`src/rtl/keypad_pkg.sv`:
```
// Shared keypad types: key codes, emulator states, row/column extraction and
// the bounce LFSR taps (8,6,5,4), which any future scanner self-test can reuse.
package keypad_pkg;

  typedef logic [3:0] key_code_t;

  typedef enum logic [2:0] {
    IDLE,
    BOUNCE_P,
    HOLD,
    BOUNCE_R,
    GAP
  } emu_state_t;

  // Feedback mask for a left-shifting Fibonacci register: taps 8,6,5,4 -> bits 7,5,4,3
  localparam logic [7:0] LFSR_TAPS = 8'hB8;

  function automatic logic [1:0] KEY_ROW(key_code_t code);
    return code[3:2];
  endfunction

  function automatic logic [1:0] KEY_COL(key_code_t code);
    return code[1:0];
  endfunction

endpackage

```
`src/rtl/bounce_lfsr.sv`:
```
// 8-bit Fibonacci LFSR for contact bounce; advances one step per enabled cycle,
// output is bit 0 of the current state. No backpressure.
module bounce_lfsr
  import keypad_pkg::*;
#(
  parameter logic [7:0] SEED = 8'hA5
) (
  input  logic clock,
  input  logic reset,
  input  logic en,
  output logic bit0
);

  logic [7:0] q;

  always_ff @(posedge clock or negedge reset) begin
    if (!reset) begin
      q <= SEED;
    end else if (en) begin
      q <= {q[6:0], ^(q & LFSR_TAPS)};
    end
  end

  assign bit0 = q[0];

endmodule

```
`src/rtl/hex_keypad_emulator.sv`:
```
// 4x4 keypad model: plays each accepted press as bounce/hold/bounce/gap; Row is
// combinational from Col. Requests accepted only in IDLE (req_ready), never queued.
module hex_keypad_emulator
  import keypad_pkg::*;
#(
  parameter int unsigned HOLD_CYCLES   = 40,
  parameter int unsigned BOUNCE_CYCLES = 8,
  parameter int unsigned GAP_CYCLES    = 16,
  parameter logic [7:0]  LFSR_SEED     = 8'hA5
) (
  input  logic       clock,
  input  logic       reset,
  input  logic       req_valid,
  input  logic [3:0] req_code,
  output logic       req_ready,
  input  logic [3:0] Col,
  output logic [3:0] Row,
  output logic       busy,
  output logic       done
);

  localparam bit          NO_BOUNCE = (BOUNCE_CYCLES == 0);
  localparam logic [15:0] HOLD_LD   = 16'(HOLD_CYCLES - 1);
  localparam logic [15:0] BOUNCE_LD = 16'(BOUNCE_CYCLES - 1);
  localparam logic [15:0] GAP_LD    = 16'(GAP_CYCLES - 1);

  emu_state_t  state;
  logic [15:0] cnt;
  key_code_t   code;
  logic        lfsr_en;
  logic        lfsr_bit;
  logic        contact;

  assign lfsr_en = (state == BOUNCE_P) || (state == BOUNCE_R);

  bounce_lfsr #(.SEED(LFSR_SEED)) u_lfsr (
    .clock(clock),
    .reset(reset),
    .en   (lfsr_en),
    .bit0 (lfsr_bit)
  );

  always_ff @(posedge clock or negedge reset) begin
    if (!reset) begin
      state <= IDLE;
      cnt   <= '0;
      code  <= '0;
      done  <= 1'b0;
    end else begin
      done <= 1'b0;
      // Each timed state runs N cycles: loaded with N-1, exits on the zero cycle
      if (state != IDLE && cnt != 16'd0) begin
        cnt <= cnt - 16'd1;
      end else begin
        case (state)
          IDLE: begin
            if (req_valid) begin
              code <= req_code;
              if (NO_BOUNCE) begin
                state <= HOLD;
                cnt   <= HOLD_LD;
              end else begin
                state <= BOUNCE_P;
                cnt   <= BOUNCE_LD;
              end
            end
          end
          BOUNCE_P: begin
            state <= HOLD;
            cnt   <= HOLD_LD;
          end
          HOLD: begin
            if (NO_BOUNCE) begin
              state <= GAP;
              cnt   <= GAP_LD;
            end else begin
              state <= BOUNCE_R;
              cnt   <= BOUNCE_LD;
            end
          end
          BOUNCE_R: begin
            state <= GAP;
            cnt   <= GAP_LD;
          end
          GAP: begin
            state <= IDLE;
            done  <= 1'b1;
          end
          default: state <= IDLE;
        endcase
      end
    end
  end

  assign contact   = (state == HOLD) || (lfsr_en && lfsr_bit);
  assign req_ready = (state == IDLE);
  assign busy      = (state != IDLE);

  always_comb begin
    Row = '0;
    if (contact && Col[KEY_COL(code)]) begin
      Row[KEY_ROW(code)] = 1'b1;
    end
  end

endmodule

```
`config.mk`:
```
export PLATFORM = sky130hd
export DESIGN_NAME = hex_keypad_emulator
export DESIGN_NICKNAME = d
export VERILOG_FILES = /design/src/rtl/keypad_pkg.sv /design/src/rtl/bounce_lfsr.sv /design/src/rtl/hex_keypad_emulator.sv
export SDC_FILE = /design/constraint.sdc
export NUM_CORES = 1
export LEC_CHECK = 0
export ABC_AREA = 1
export CELL_PAD_IN_SITES_DETAIL_PLACEMENT = 2
export CELL_PAD_IN_SITES_GLOBAL_PLACEMENT = 2
export CORE_MARGIN = 1
export CORE_UTILIZATION = 32
export DETAILED_ROUTE_END_ITERATION = 16
export PLACE_DENSITY_LB_ADDON = 0.1
export SETUP_SLACK_MARGIN = 0.4
export SLEW_MARGIN = 20
export SYNTH_ARGS = -nofsm -noshare
export SYNTH_HDL_FRONTEND = slang
export SYNTH_SLANG_ARGS = --single-unit
export TNS_END_PERCENT = 50
```
`constraint.sdc`:
```
create_clock -name clock -period 2.2 [get_ports clock]
set_clock_uncertainty 0.1 [all_clocks]
set_input_delay 0.22 -clock clock [delete_from_list [all_inputs] [get_ports clock]]
set_output_delay 0.22 -clock clock [all_outputs]
set_load 0.01 [all_outputs]
```
# Word level (Yosys, flattened, before mapping)

Cells that the tools add are included.

Output and inout bits: 7
Bits in registers: 32
Logic and storage cells: 42
Bits of input ports: 11

Reductions and logical operators: 14
Magnitude comparators: 3
$add $sub $neg: 1
Mux-type cells: 12
Equality and inequality tests: 6
Bitwise gates (word level): 1

Operators with widths:

| operator                                                   | count |
|---|---|
| case mux 16 bit (4 select lines)                           | 1 |
| 2-to-1 mux 16 bit                                          | 2 |
| nonzero test 16 bit                                        | 1 |
| subtractor 16 x 1 -> 16 bit, second input constant         | 1 |
| case mux 3 bit (4 select lines)                            | 1 |
| parity 8 bit                                               | 1 |
| equality test 3 x 2 -> 1 bit, second input constant        | 2 |
| less-than comparator 2 x 3 -> 1 bit, second input constant | 2 |
| nonzero test 5 bit                                         | 1 |
| logical AND 1 bit                                          | 4 |
| 2-to-1 mux 1 bit                                           | 4 |
| 2-to-1 mux 4 bit                                           | 1 |
| AND reduction 2 bit                                        | 2 |
| equality test 3 x 1 -> 1 bit, second input constant        | 1 |
| equality test 3 bit, second input constant                 | 1 |
| logical NOT 3 bit                                          | 1 |
| 2-to-1 mux 3 bit                                           | 1 |
| != test 3 x 2 -> 1 bit, second input constant              | 1 |
| AND reduction 3 bit                                        | 1 |
| nonzero test 3 bit                                         | 1 |
| binary-select mux 1 bit (select 2 bit)                     | 1 |
| demux 1 bit (select 2 bit)                                 | 1 |
| >= comparator 2 x 1 -> 1 bit, second input constant        | 1 |
| logical OR 1 bit                                           | 2 |
| 2 further kinds                                            | 2 |

# Longest topological paths before layout

Word-level depth: 6
Mapped depth: 11
Gate-level depth less buffers: 11

# Modules after synthesis

Synthesis repeated with hierarchy kept, for this count alone.

Cell total of the unflattened synthesis: 252
Area, all modules: 1831.8 um^2

By module, submodules not included:

| module              | area an instance (um^2) | times used | cells each | sequential area each (um^2) |
|---|---|---|---|---|
| hex_keypad_emulator | 1461.4                  | 1          | 206        | 600.6 |
| bounce_lfsr         | 370.4                   | 1          | 46         | 205.2 |

# Least setup slack after synthesis

OpenSTA, ideal clock, no wires.

Kind: reg2out
Start point: register state[2]
End point: output Row[0]
Buffers on the path: 0
Required time: 1.880 ns
Data arrival time: 1.200 ns
Path slack: 0.680 ns
Stages on the path, launching flop included: 8
Cells stage by stage: dfrtp_1 > inv_1 > nand2_1 > nor2_1 > inv_1 > nand2_1 > nand2_1 > nor3_1

Longest elaborated chain between the ends: 6
Elaborated cells on any way between the ends: 8
Those cells by class: 3 x eq/ne; 1 x mux; 4 x reduce/logical

Ends and longest elaborated chain:

| element                                                                      | line                       | text |
|---|---|---|
| from (decl)                                                                  | hex_keypad_emulator.sv:27  | `emu_state_t state;` |
| from (signal assigned)                                                       | hex_keypad_emulator.sv:45  | `state <= IDLE;` |
| from (signal assigned)                                                       | hex_keypad_emulator.sv:60  | `state <= HOLD;` |
| from (signal assigned)                                                       | hex_keypad_emulator.sv:63  | `state <= BOUNCE_P;` |
| equality test 3 x 1 -> 1 bit or equality test 3 x 2 -> 1 bit (tied branches) | hex_keypad_emulator.sv:34  | `assign lfsr_en = (state == BOUNCE_P) \|\| (state == BOUNCE_R);` |
| logical OR 1 bit                                                             | hex_keypad_emulator.sv:34  |  |
| logical AND 1 bit                                                            | hex_keypad_emulator.sv:95  | `assign contact = (state == HOLD) \|\| (lfsr_en && lfsr_bit);` |
| logical OR 1 bit (*)                                                         | hex_keypad_emulator.sv:95  |  |
| logical AND 1 bit (*)                                                        | hex_keypad_emulator.sv:101 | `if (contact && Col[KEY_COL(code)]) begin` |
| 2-to-1 mux 4 bit (*)                                                         | hex_keypad_emulator.sv:101 |  |
| to (decl)                                                                    | hex_keypad_emulator.sv:17  | `output logic [3:0] Row,` |

Every way passes the cells marked *; elsewhere a longest branch is shown, timed or not.

# Worst setup path in the final report

Start point: register cnt[0]
End point: register cnt[12]

Longest elaborated chain between the ends: 4
Elaborated cells on any way between the ends: 7
Those cells by class: 1 x add/sub; 1 x eq/ne; 1 x mux; 4 x reduce/logical

Ends and longest elaborated chain:

| element                                                             | line                      | text |
|---|---|---|
| from (decl)                                                         | hex_keypad_emulator.sv:28 | `logic [15:0] cnt;` |
| from (signal assigned)                                              | hex_keypad_emulator.sv:53 | `cnt <= cnt - 16'd1;` |
| branches (longest 4 deep; another with subtractor 16 x 1 -> 16 bit) | -                         |  |

Several ways; the timed one is not identified.
A chain may end at the register's enable or synchronous reset.

==> metrics.md <==
| Metric | Value |
|---|---|
| Status | `completed` |
| Post-synthesis compound-gate area fraction | `0.0555` |
| Vias/cell | `between 4 and 5` |
| Top cells by area, synth | `dfrtp_1 (39%), nand2_1 (17%), nand3_1 (7.0%), nor2_1 (6.1%), dfstp_2 (5.9%)` |
| CP peak stage delay | `400 ps` |
| Register bit count reported by yosys | `32` |
| Synth top cells by count | `nand2_1 (81), nor2_1 (29), dfrtp_1 (28), inv_1 (28), nand3_1 (25)` |
| Maximum vdd drop | `a little under 0.5 mV` |
| Min cycle time layout | `1780 ps` |
| Worst slew pin tran | `approximately 440 ps` |
| Slew Viols, Final | `0` |
| Final Hold Vio Count | `0` |
| Crit path max fanout | `7` |
| Slowest-stage cell, CP | `dfrtp_1` |
| Die span in y | `between 70 and 80 um` |
| Distinct cells, synth | `23` |
| Ports | `18` |
| Starting DRT DRC Count | `60` |
| CTS Hold Bufs | `0` |
| Synth Area in Simple Gates | `0.369` |
| Die width | `76.6 um` |
| Synth Area in Adders | `0.0140` |
| Die area | `slightly below 6000 sq um` |
| Setup crit end kind | `flip-flop` |
| Cell taking the most area after synthesis | `dfrtp_1` |
| Initial antenna violation count | `0` |
| Layout cell share with drive strength beyond 1 | `0.241` |
| Final critical-path share of the clock period | `0.809` |
| WL final | `5.28 mm` |
| Max cap viols | `0` |
| Reg clk slew, reported paths | `about 70 ps` |
| Yosys warning count | `0` |
| Overflow after GRT | `0` |
| F_max | `~560 MHz` |
| Fin area | `between 2000 and 2500 sq um` |
| Critical Path RT | `between 2000 and 2500 ps` |
| H-tree levels | `2` |
| CP Cell Sequence | `inv_2, ha_4, inv_2, nor2_1, nand2_1, nor2_4, nand2_4, nand2_4, clkinvlp_4, nand3_1, nand2_1` |
| Largest family of logic cells by synthesized area | `simple AND/OR/NAND/NOR gates` |
| RePlAce Congestion | `around 0.73` |
| Cts bufs inserted | `5` |
| Most frequent cell after synthesis | `nand2_1` |
| CP startpoint kind | `flip-flop` |
| N_diodes | `0` |
| Initial Utilization | `0.340` |
| First-pass GRT wire length | `9.09 mm` |
| Mapped Nets | `around 260` |
| Area grow syn2layout | `29.8%` |
| Post-synth ARST share | `1.00` |
| Worst skew pair latency | `290 ps` |
| CTS tree | `yes` |
| Post-synthesis average cell area | `roughly 7.4 sq um` |
| 1st-pass router iterations | `4` |
| Port bufs | `17` |
| Row cnt | `26` |
| Per-cell routed wire length | `15.0 um` |
| Post-Synthesis Cell Area | `about 1800 sq um` |
| Number of synthesized flops with an enable pin | `0` |
| Hold Path Class | `primary input to async pin` |
| CTS sink count | `32` |
| PwrDens | `between 1000 and 1500 nW/um^2` |
| Post-synth top flop | `dfrtp_1` |
| Mux contribution to synthesized area | `0` |
| Leak | `1.16 nW` |
| Root buf cell | `clkbuf_8` |
| DRT antenna net count | `0` |
| Net count reported at finish | `roughly 290` |
| Largest net degree at the start of global routing | `33` |
| GR Util All Layers | `0.199` |
| Slew headroom | `0.709` |
| Register area share after synthesis | `0.452` |
| Clock tree buffer depth | `2` |
| Core area | `5240 sq um` |
| Fin Setup TNS | `0 ps` |
| Mapped Cells | `about 240` |
| Vias in the first global route | `1858` |
| Unrepaired setup endpoints after global routing | `yes` |
| Reg-to-reg setup timing slack | `420 ps` |
| Final hold slack | `approximately 230 ps` |
| Post-DP Area | `approximately 2000 sq um` |
| Setup violations, final | `0` |
| Vias | `roughly 1700` |
| # DRC | `0` |
| Yosys top cell area share | `0.393` |
| Synth Area in XOR/XNOR | `0.0393` |
| Crit path DAT | `between 1500 and 2000 ps` |
| Detailed-placement wirelength estimate | `approximately 3.6 mm` |
| Worst Path Class, Setup | `flip-flop to flip-flop` |
-- flip-flops by register name, indices dropped and copies added, names as in the netlist --
register,count
done,1
state,3
u_lfsr.q,8
cnt,16
code,4
-- cell families (layout without fill, tap and decap cells) --
kind of cell               count (synthesis)  in the layout
buffers and inverters                     30             70
and+or+nand+nor                          151            151
AOI/OAI and AO/OA                         19             19
xor gates and xnor gates                   8              8
adders and majority gates                  2              2
DFF                                       32             32
-- critical path, delay by kind of cell, from the launching register on --
family | cells | cell delay [ps]
buffers and inverters | 3 | 340
and+or+nand+nor | 7 | 700
adders and majority gates | 1 | 140
DFF | 1 | 400
-- metrics by stage --
stage                util  std cells  setup WS [ps]  power [mW]
CTS                 0.418        343            314        2.83
global route        0.441        352            328        3.27
floorplan               -        242            680        1.82
finish              0.441        352            420        2.99
global placement    0.390        330            139        2.28
detailed placement  0.390        330           78.9        2.34
-- what timing repair did --
| action | 4_1_cts | 5_1_grt |
|---|---|---|
| buffers inserted | 5 | 9 |
| pin swaps | 2 | 6 |
| gates cloned | 0 | 0 |
| endpoints found under the setup margin | 20 | 23 |
| gates resized for setup | 30 | 19 |
-- where the power goes --
part / switching, mW / leakage [nW] / internal [mW]
Clock: 0.224 / 0.0422 / 0.222
Combinational: 0.976 / 0.720 / 0.621
Sequential: 0.195 / 0.399 / 0.756
Total: 1.39 / 1.16 / 1.60
-- placed cells by master, fill, tap and decap left out, types with 2 or more instances in the layout --
| cell | instances |
|---|---|
| a21oi_1 | 4 |
| nor2_1 | 24 |
| o21ai_0 | 13 |
| dfrtp_2 | 2 |
| clkbuf_8 | 5 |
| nand3_1 | 20 |
| nor2_2 | 5 |
| dfrtp_1 | 26 |
| clkdlybuf4s50_1 | 11 |
| xnor2_1 | 5 |
| clkbuf_1 | 2 |
| xor2_1 | 3 |
| nand3_2 | 6 |
| inv_1 | 23 |
| buf_2 | 4 |
| nor3_2 | 4 |
| nor2_4 | 3 |
| nand2_2 | 3 |
| inv_2 | 4 |
| dfstp_2 | 4 |
| buf_4 | 17 |
| nand2_1 | 78 |
| nand2_4 | 4 |
-- area by class of cell --
type,instances,area [sq um]
Fill cell,617,2930
Multi-Input combinational cell,180,947
Sequential cell,32,808
Timing Repair Buffer,34,279
Inverter,28,109
Tap cell,70,87.6
Clock buffer,7,76.3
Clock inverter,1,5.00
-- worst paths after layout --
| check | from | endpoint | cells past startpoint |
|---|---|---|---|
| hold reg to reg | u_lfsr.q[5] | u_lfsr.q[5] | 2 |
| max in group asynchronous | reset | u_lfsr.q[5] | 2 |
| setup / recovery | cnt[0] | cnt[12] | 11 |
| setup reg to reg | cnt[0] | cnt[12] | 11 |
| hold / removal | reset | cnt[2] | 2 |
| min in group clock | u_lfsr.q[5] | u_lfsr.q[5] | 2 |
-- metal layers --
metal | wire (um) | share of wire | up-vias | GRT usage
li1 | - | - | 830 | -
met1 | 2490 | 0.47 | 826 | 0.250
met2 | 2590 | 0.49 | 23 | 0.339
met3 | 139 | 0.026 | 5 | 0.0395
met4 | 54 | 0.010 | 0 | 0.0692
met5 | 0 | 0 | - | 0
(Power assumes the default switching activity.)
